### src/rtl/lsu_data_port_pkg.sv
// Shared types and constants for the load/store unit data-memory front end.
package lsu_data_port_pkg;

  localparam int unsigned LSU_DATA_WIDTH = 16;
  localparam int unsigned LSU_ADDR_WIDTH = 8;
  localparam int unsigned LSU_LANES      = 8;

  localparam logic LSU_OP_LOAD  = 1'b0;
  localparam logic LSU_OP_STORE = 1'b1;

  typedef enum logic [1:0] {
    StIdle,
    StRequest,
    StWait,
    StDone
  } lsu_state_t;

  typedef logic [LSU_LANES-1:0][LSU_DATA_WIDTH-1:0] lsu_lane_data_t;

endpackage

### src/rtl/lsu_data_port.sv
// Load/store front end: latches one request, drives the 8-lane data-memory port,
// captures load data after MEM_LATENCY cycles and pulses lsu_done once.
module lsu_data_port
  import lsu_data_port_pkg::*;
#(
  parameter int unsigned DATA_WIDTH  = 16,
  parameter int unsigned ADDR_WIDTH  = 8,
  parameter int unsigned LANES       = 8,
  parameter int unsigned MEM_LATENCY = 1
) (
  input  logic                             clk,
  input  logic                             reset,
  input  logic                             lsu_start,
  input  logic                             lsu_op,
  input  logic [ADDR_WIDTH-1:0]            lsu_base_addr,
  input  logic [LANES-1:0][DATA_WIDTH-1:0] lsu_store_data,
  output logic                             lsu_busy,
  output logic                             lsu_done,
  output logic [LANES-1:0][DATA_WIDTH-1:0] lsu_load_data,
  output logic [LANES-1:0][ADDR_WIDTH-1:0] mem_addr,
  output logic [LANES-1:0][DATA_WIDTH-1:0] mem_write_data,
  output logic                             mem_write_en,
  output logic                             mem_read_en,
  input  logic [LANES-1:0][DATA_WIDTH-1:0] mem_read_data
);

  localparam int unsigned CntW    = $clog2(MEM_LATENCY) + 1;
  localparam int unsigned CntInit = (MEM_LATENCY > 1) ? MEM_LATENCY - 2 : 0;

  lsu_state_t                       state_q, state_d;
  logic [CntW-1:0]                  cnt_q, cnt_d;
  logic                             op_q;
  logic [ADDR_WIDTH-1:0]            addr_q;
  logic [LANES-1:0][DATA_WIDTH-1:0] wdata_q;
  logic [LANES-1:0][DATA_WIDTH-1:0] load_data_q;
  logic                             capture;
  logic                             accept;

  assign accept = (state_q == StIdle) && lsu_start;

  always_comb begin
    state_d = state_q;
    cnt_d   = cnt_q;
    capture = 1'b0;
    unique case (state_q)
      StIdle: begin
        if (lsu_start) state_d = StRequest;
      end
      StRequest: begin
        if (op_q == LSU_OP_STORE) begin
          state_d = StDone;
        end else if (MEM_LATENCY == 1) begin
          capture = 1'b1;
          state_d = StDone;
        end else begin
          // Request cycle already counts as one cycle of read enable.
          cnt_d   = CntW'(CntInit);
          state_d = StWait;
        end
      end
      StWait: begin
        if (cnt_q == '0) begin
          capture = 1'b1;
          state_d = StDone;
        end else begin
          cnt_d = cnt_q - CntW'(1);
        end
      end
      StDone: begin
        state_d = StIdle;
      end
      default: begin
        state_d = StIdle;
      end
    endcase
  end

  always_ff @(posedge clk) begin
    if (reset) begin
      state_q     <= StIdle;
      cnt_q       <= '0;
      op_q        <= LSU_OP_LOAD;
      addr_q      <= '0;
      wdata_q     <= '0;
      load_data_q <= '0;
    end else begin
      state_q <= state_d;
      cnt_q   <= cnt_d;
      if (accept) begin
        op_q    <= lsu_op;
        addr_q  <= lsu_base_addr;
        wdata_q <= lsu_store_data;
      end
      if (capture) load_data_q <= mem_read_data;
    end
  end

  always_comb begin
    lsu_busy       = (state_q != StIdle);
    lsu_done       = (state_q == StDone);
    lsu_load_data  = load_data_q;
    // Lane offsets are applied by the data memory; every lane sees the base.
    mem_addr       = {LANES{addr_q}};
    mem_write_data = wdata_q;
    mem_write_en   = (state_q == StRequest) && (op_q == LSU_OP_STORE);
    mem_read_en    = ((state_q == StRequest) && (op_q == LSU_OP_LOAD)) || (state_q == StWait);
  end

endmodule
### config.mk
export PLATFORM = sky130hd
export DESIGN_NAME = lsu_data_port
export DESIGN_NICKNAME = d
export VERILOG_FILES = /design/src/rtl/lsu_data_port_pkg.sv /design/src/rtl/lsu_data_port.sv
export SDC_FILE = /design/constraint.sdc
export NUM_CORES = 1
export LEC_CHECK = 0
export CAP_MARGIN = 20
export CORE_AREA = 2 2 227 229
export CTS_CLUSTER_DIAMETER = 60
export DETAILED_ROUTE_END_ITERATION = 16
export DIE_AREA = 0 0 229 231
export HOLD_SLACK_MARGIN = 0.05
export PLACE_DENSITY = 0.6
export SKIP_LAST_GASP = 1
export SYNTH_ARGS = -nofsm -noshare
export SYNTH_HDL_FRONTEND = slang
export SYNTH_SLANG_ARGS = --single-unit
### constraint.sdc
create_clock -name clk -period 3.5 [get_ports clk]
set_input_delay 0.7 -clock clk [delete_from_list [all_inputs] [get_ports clk]]
set_output_delay 0.7 -clock clk [all_outputs]
set_load 0.01 [all_outputs]
# After elaboration in Yosys (flattened, before gate mapping)
# Cells that the tools add are included.
[word_totals]
regBits = 268
inputBits = 268
rom_bits = 0
out_inout_bits = 324
mem_count = 0
latch_bits = 0
word_cells = 41
ram_bits = 0
[classes]
n_lt_le_gt_ge = 0
bitwise = 1
n_addsub = 1
eq_ne = 5
div = 0
n_shift = 0
mux = 7
n_mul = 0
reduce_logical = 7
[op_table]
columns = ["operator", "count"]
rows = [
  ["one-hot mux 2 bit (4 select lines)", 1],
  ["equality test 2 bit, second input constant", 2],
  ["two-way mux 2 bit", 2],
  ["!= test 2 bit, second input constant", 2],
  ["logical AND 1 bit", 3],
  ["two-way mux 1 bit", 3],
  ["equality test 2 x 1 -> 1 bit, second input constant", 1],
  ["logical NOT 2 bit", 1],
  ["one-hot mux 1 bit (2 select lines)", 1],
  ["AND reduction 2 bit", 1],
  ["nonzero test 2 bit", 1],
  ["logical OR 1 bit", 1],
  ["inverter 1 bit", 1],
  ["subtractor 1 bit, second input constant", 1],
]

# Depth between registers and ports, before layout
[logic_depth]
word_depth = 3
ltp_mapped = 7
depth_no_buf = 5

# Least setup slack after synthesis
# OpenSTA, ideal clock, no wires.
[synth_timing]
path_kind = "reg-to-output"
start = "reg state_q[1]"
end = "out mem_read_en"
slack_ns = 1.778
required_time_ns = 2.800
path_stages_with_launch = 5
n_path_buf = 0
t_arrival_ns = 1.022
cell_sequence = "dfxtp_1 -> inv_1 -> ha_1 -> nor2b_1 -> or2_2"
[synth_between]
elab_chain_len = 3
word_cells_on_any_way = 4
classes_between = "eq/ne (2); reduce/logical (2)"
[synth_lines]
columns = ["item", "line_no", "rtl"]
rows = [
  ["from (decl)", "lsu_data_port.sv:30", "lsu_state_t state_q, state_d;"],
  ["from (signal assigned)", "lsu_data_port.sv:80", "state_q <= StIdle;"],
  ["from (signal assigned)", "lsu_data_port.sv:87", "state_q <= state_d;"],
  ["equality test 2 x 1 -> 1 bit", "lsu_data_port.sv:106", "mem_read_en = ((state_q == StRequest) && (op_q == LSU_OP_LOAD)) || (state_q == StWait);"],
  ["logical AND 1 bit", "lsu_data_port.sv:106", ""],
  ["logical OR 1 bit (*)", "lsu_data_port.sv:106", ""],
  ["to (decl)", "lsu_data_port.sv:23", "output logic mem_read_en,"],
]
# Every way passes the cells marked *; elsewhere a longest branch is shown, timed or not.

# Worst setup path after layout
# Ends and elaborated chain as after synthesis.

==> impl_metrics.env <==
export IMPL_chipHeight_um=231
export IMPL_fin_nets=1999
export IMPL_post_drt_via_cell_ratio=4.05
export IMPL_crit_arrival_ns=2.11
export IMPL_grt_max_degree=163
export IMPL_yosysMostFrequentCell="nand2_1"
export IMPL_synth_fp_nets=1498
export IMPL_total_power_uw=9520
export IMPL_drt_iter0_drc=405
export IMPL_place_gp_congestion=0.835
export IMPL_antenna_found_initial=1
export IMPL_p_leak_uw=0.00648
export IMPL_ios=592
export IMPL_post_cts_buffers=0
export IMPL_synthTopCellsByCount="275 x nand2_1, 267 x dfxtp_1, 257 x nand2b_1"
export IMPL_synth_area_mux_share=0.118
export IMPL_post_cts_resized=0
export IMPL_clk_pin_slew_ns=0.05
export IMPL_synth_area_um2=11000
export IMPL_synth_simple_gate_area_frac=0.243
export IMPL_cts_htree_levels=2
export IMPL_synth_top_area_frac=0.487
export IMPL_powerDensity_nw_per_um2=521
export IMPL_crit_fanout=5
export IMPL_yosysSeqAreaShare=0.487
export IMPL_rsz0062_at_grt="no"
export IMPL_cts_hold_buf=0
export IMPL_num_rows=83
export IMPL_cts_tree="built"
export IMPL_clk_path_buf_depth=3
export IMPL_synth_avg_cell_area_um2=8.97
export IMPL_ys_async_sr_fraction=0
export IMPL_startpoint="state_q[1]"
export IMPL_synth_warnings=0
export IMPL_syn_inst=1225
export IMPL_grt_pass1_vias=9880
export IMPL_ys_flop_type="dfxtp_1"
export IMPL_synth_fa_ha_area_frac=0.00569
export IMPL_fin_crit_sh=0.804
export IMPL_maxCapViolations=0
export IMPL_gr_total_overflow=0
export IMPL_routed_wl_mm=39.5
export IMPL_timing_rr_start="state_q[0]"
export IMPL_start_kind="register"
export IMPL_crit_type="reg -> out"
export IMPL_period_minus_slack_ns=2.81
export IMPL_final_antenna_net_count=0
export IMPL_maxSlewHeadroom=0.437
export IMPL_fin_worst_skew_ns=0.0166
export IMPL_dieArea_um2=52900
export IMPL_drcViolationCount=0
export IMPL_grt_pass1_wl_mm=58.6
export IMPL_synth_area_top_cells="dfxtp_1 49%, nand2b_1 15%, mux2i_1 12%, nand2_1 9.4%, a21oi_1 6.2%"
export IMPL_clock_tree_root_cell="clkbuf_16"
export IMPL_wl_per_cell_um=16.3
export IMPL_fmax_ghz=0.355
export IMPL_io_buffers=591
export IMPL_ys_ff_latch=267
export IMPL_setup_tns_ns=0
export IMPL_synth_edf_count=0
export IMPL_area_growth_pct=66.1
export IMPL_status="completed"
export IMPL_core_region_area_um2=50700
export IMPL_critPathCaptureType="output pin"
export IMPL_die_w_um=229
export IMPL_maxSlewViolCount=0
export IMPL_hp_start="mem_write_data[11]"
export IMPL_synth_xor_area_frac=0
export IMPL_grt_use_total=0.143
export IMPL_vias=9837
export IMPL_hold_violations=0
export IMPL_tightest_slew_ns=0.844
export IMPL_clock_latency_ns=0.52
export IMPL_ir_drop_v=0.000259
export IMPL_timing_hold_ws_ns=0.453
export IMPL_setup_viol=0
export IMPL_synth_area_leader_cell="dfxtp_1"
export IMPL_drive_above_1_share=0.0429
export IMPL_first_pass_iters=4
export IMPL_cts_made_buffers=36
export IMPL_clock_sinks=267
export IMPL_crit_required_ns=2.80
export IMPL_hold_path_class="reg -> reg"
export IMPL_ys_types=18
export IMPL_synth_top_family_by_area="simple AND/OR/NAND/NOR gates"
export IMPL_start_util=0.217
export IMPL_synth_compound_area_frac=0.0638
export IMPL_hpwl_mm=29.4
[stage by stage]
stage               worst slack, ns  cell area, um^2  std cells  utilization
finish                        0.687            18300       2428        0.360
CTS                           0.636            18200       2427        0.360
global route                  0.567            18300       2428        0.360
floorplan                      1.78            11000       1225            -
detailed placement             1.14            17100       2368        0.338
global placement               1.18            17100       2368        0.338
[worst paths after layout]
check / endpoint / slack (ns) / depth (start not counted)
max: mem_read_en / 0.69 / 5
min: mem_write_data[11] / 0.45 / 2
max reg2reg: lsu_load_data[124] / 1.36 / 5
min reg2reg: mem_write_data[11] / 0.45 / 2
[state kept, by name, summed over array words and instances (netlist names)]
register,count
op_q,1
addr_q,8
state_q,2
mem_write_data,128
lsu_load_data,128
[cells by family after synthesis]
family / after synthesis
muxes: 129
buffers and inverters: 147
and+or+nand+nor: 538
DFF: 267
adders and majority gates: 5
AOI/OAI and AO/OA: 139
[cells in the final DEF, fill, tap and decap left out, types with 3 or more instances in the layout]
| cell type | Yosys | final |
|---|---|---|
| clkdlybuf4s50_1 | 0 | 590 |
| nand2_1 | 275 | 274 |
| dfxtp_1 | 267 | 267 |
| nand2b_1 | 257 | 257 |
| a21oi_1 | 137 | 137 |
| mux2i_1 | 129 | 129 |
| clkbuf_16 | 0 | 37 |
| buf_12 | 0 | 9 |
| clkbuf_8 | 0 | 8 |
| buf_4 | 56 | 7 |
| ha_1 | 5 | 5 |
| clkbuf_1 | 34 | 5 |
| inv_1 | 3 | 3 |
| clkinv_2 | 0 | 3 |
[final cells by class]
type	instances	area (um^2)
Antenna cell	1	2.50
Clock buffer	50	1050
Clock inverter	9	87.6
Fill cell	5231	32400
Inverter	3	11.3
Multi-Input combinational cell	811	4740
Sequential cell	267	5350
Tap cell	680	851
Timing Repair Buffer	607	6150
[power by group]
part | switching [uW] | internal (uW) | total (uW)
Combinational | 1060 | 1340 | 2390
Clock | 1370 | 2170 | 3540
Sequential | 196 | 3380 | 3580
Total | 2630 | 6890 | 9520
[critical path, cell delays in order (launching register included)]
cell and delay (ns):
dfxtp_1 0.39, inv_1 0.08, ha_1 0.19, nor2b_1 0.15, or2_2 0.28, clkdlybuf4s50_1 0.51
[metal layers]
metal / share of wire / wire length (um) / GRT usage
met1: 0.37 / 14800 / 0.150
met3: 0.10 / 4100 / 0.0636
met5: 0 / 0 / 0
met2: 0.49 / 19300 / 0.251
met4: 0.034 / 1360 / 0.0578
Note: power is estimated with default switching activity, not from simulation.
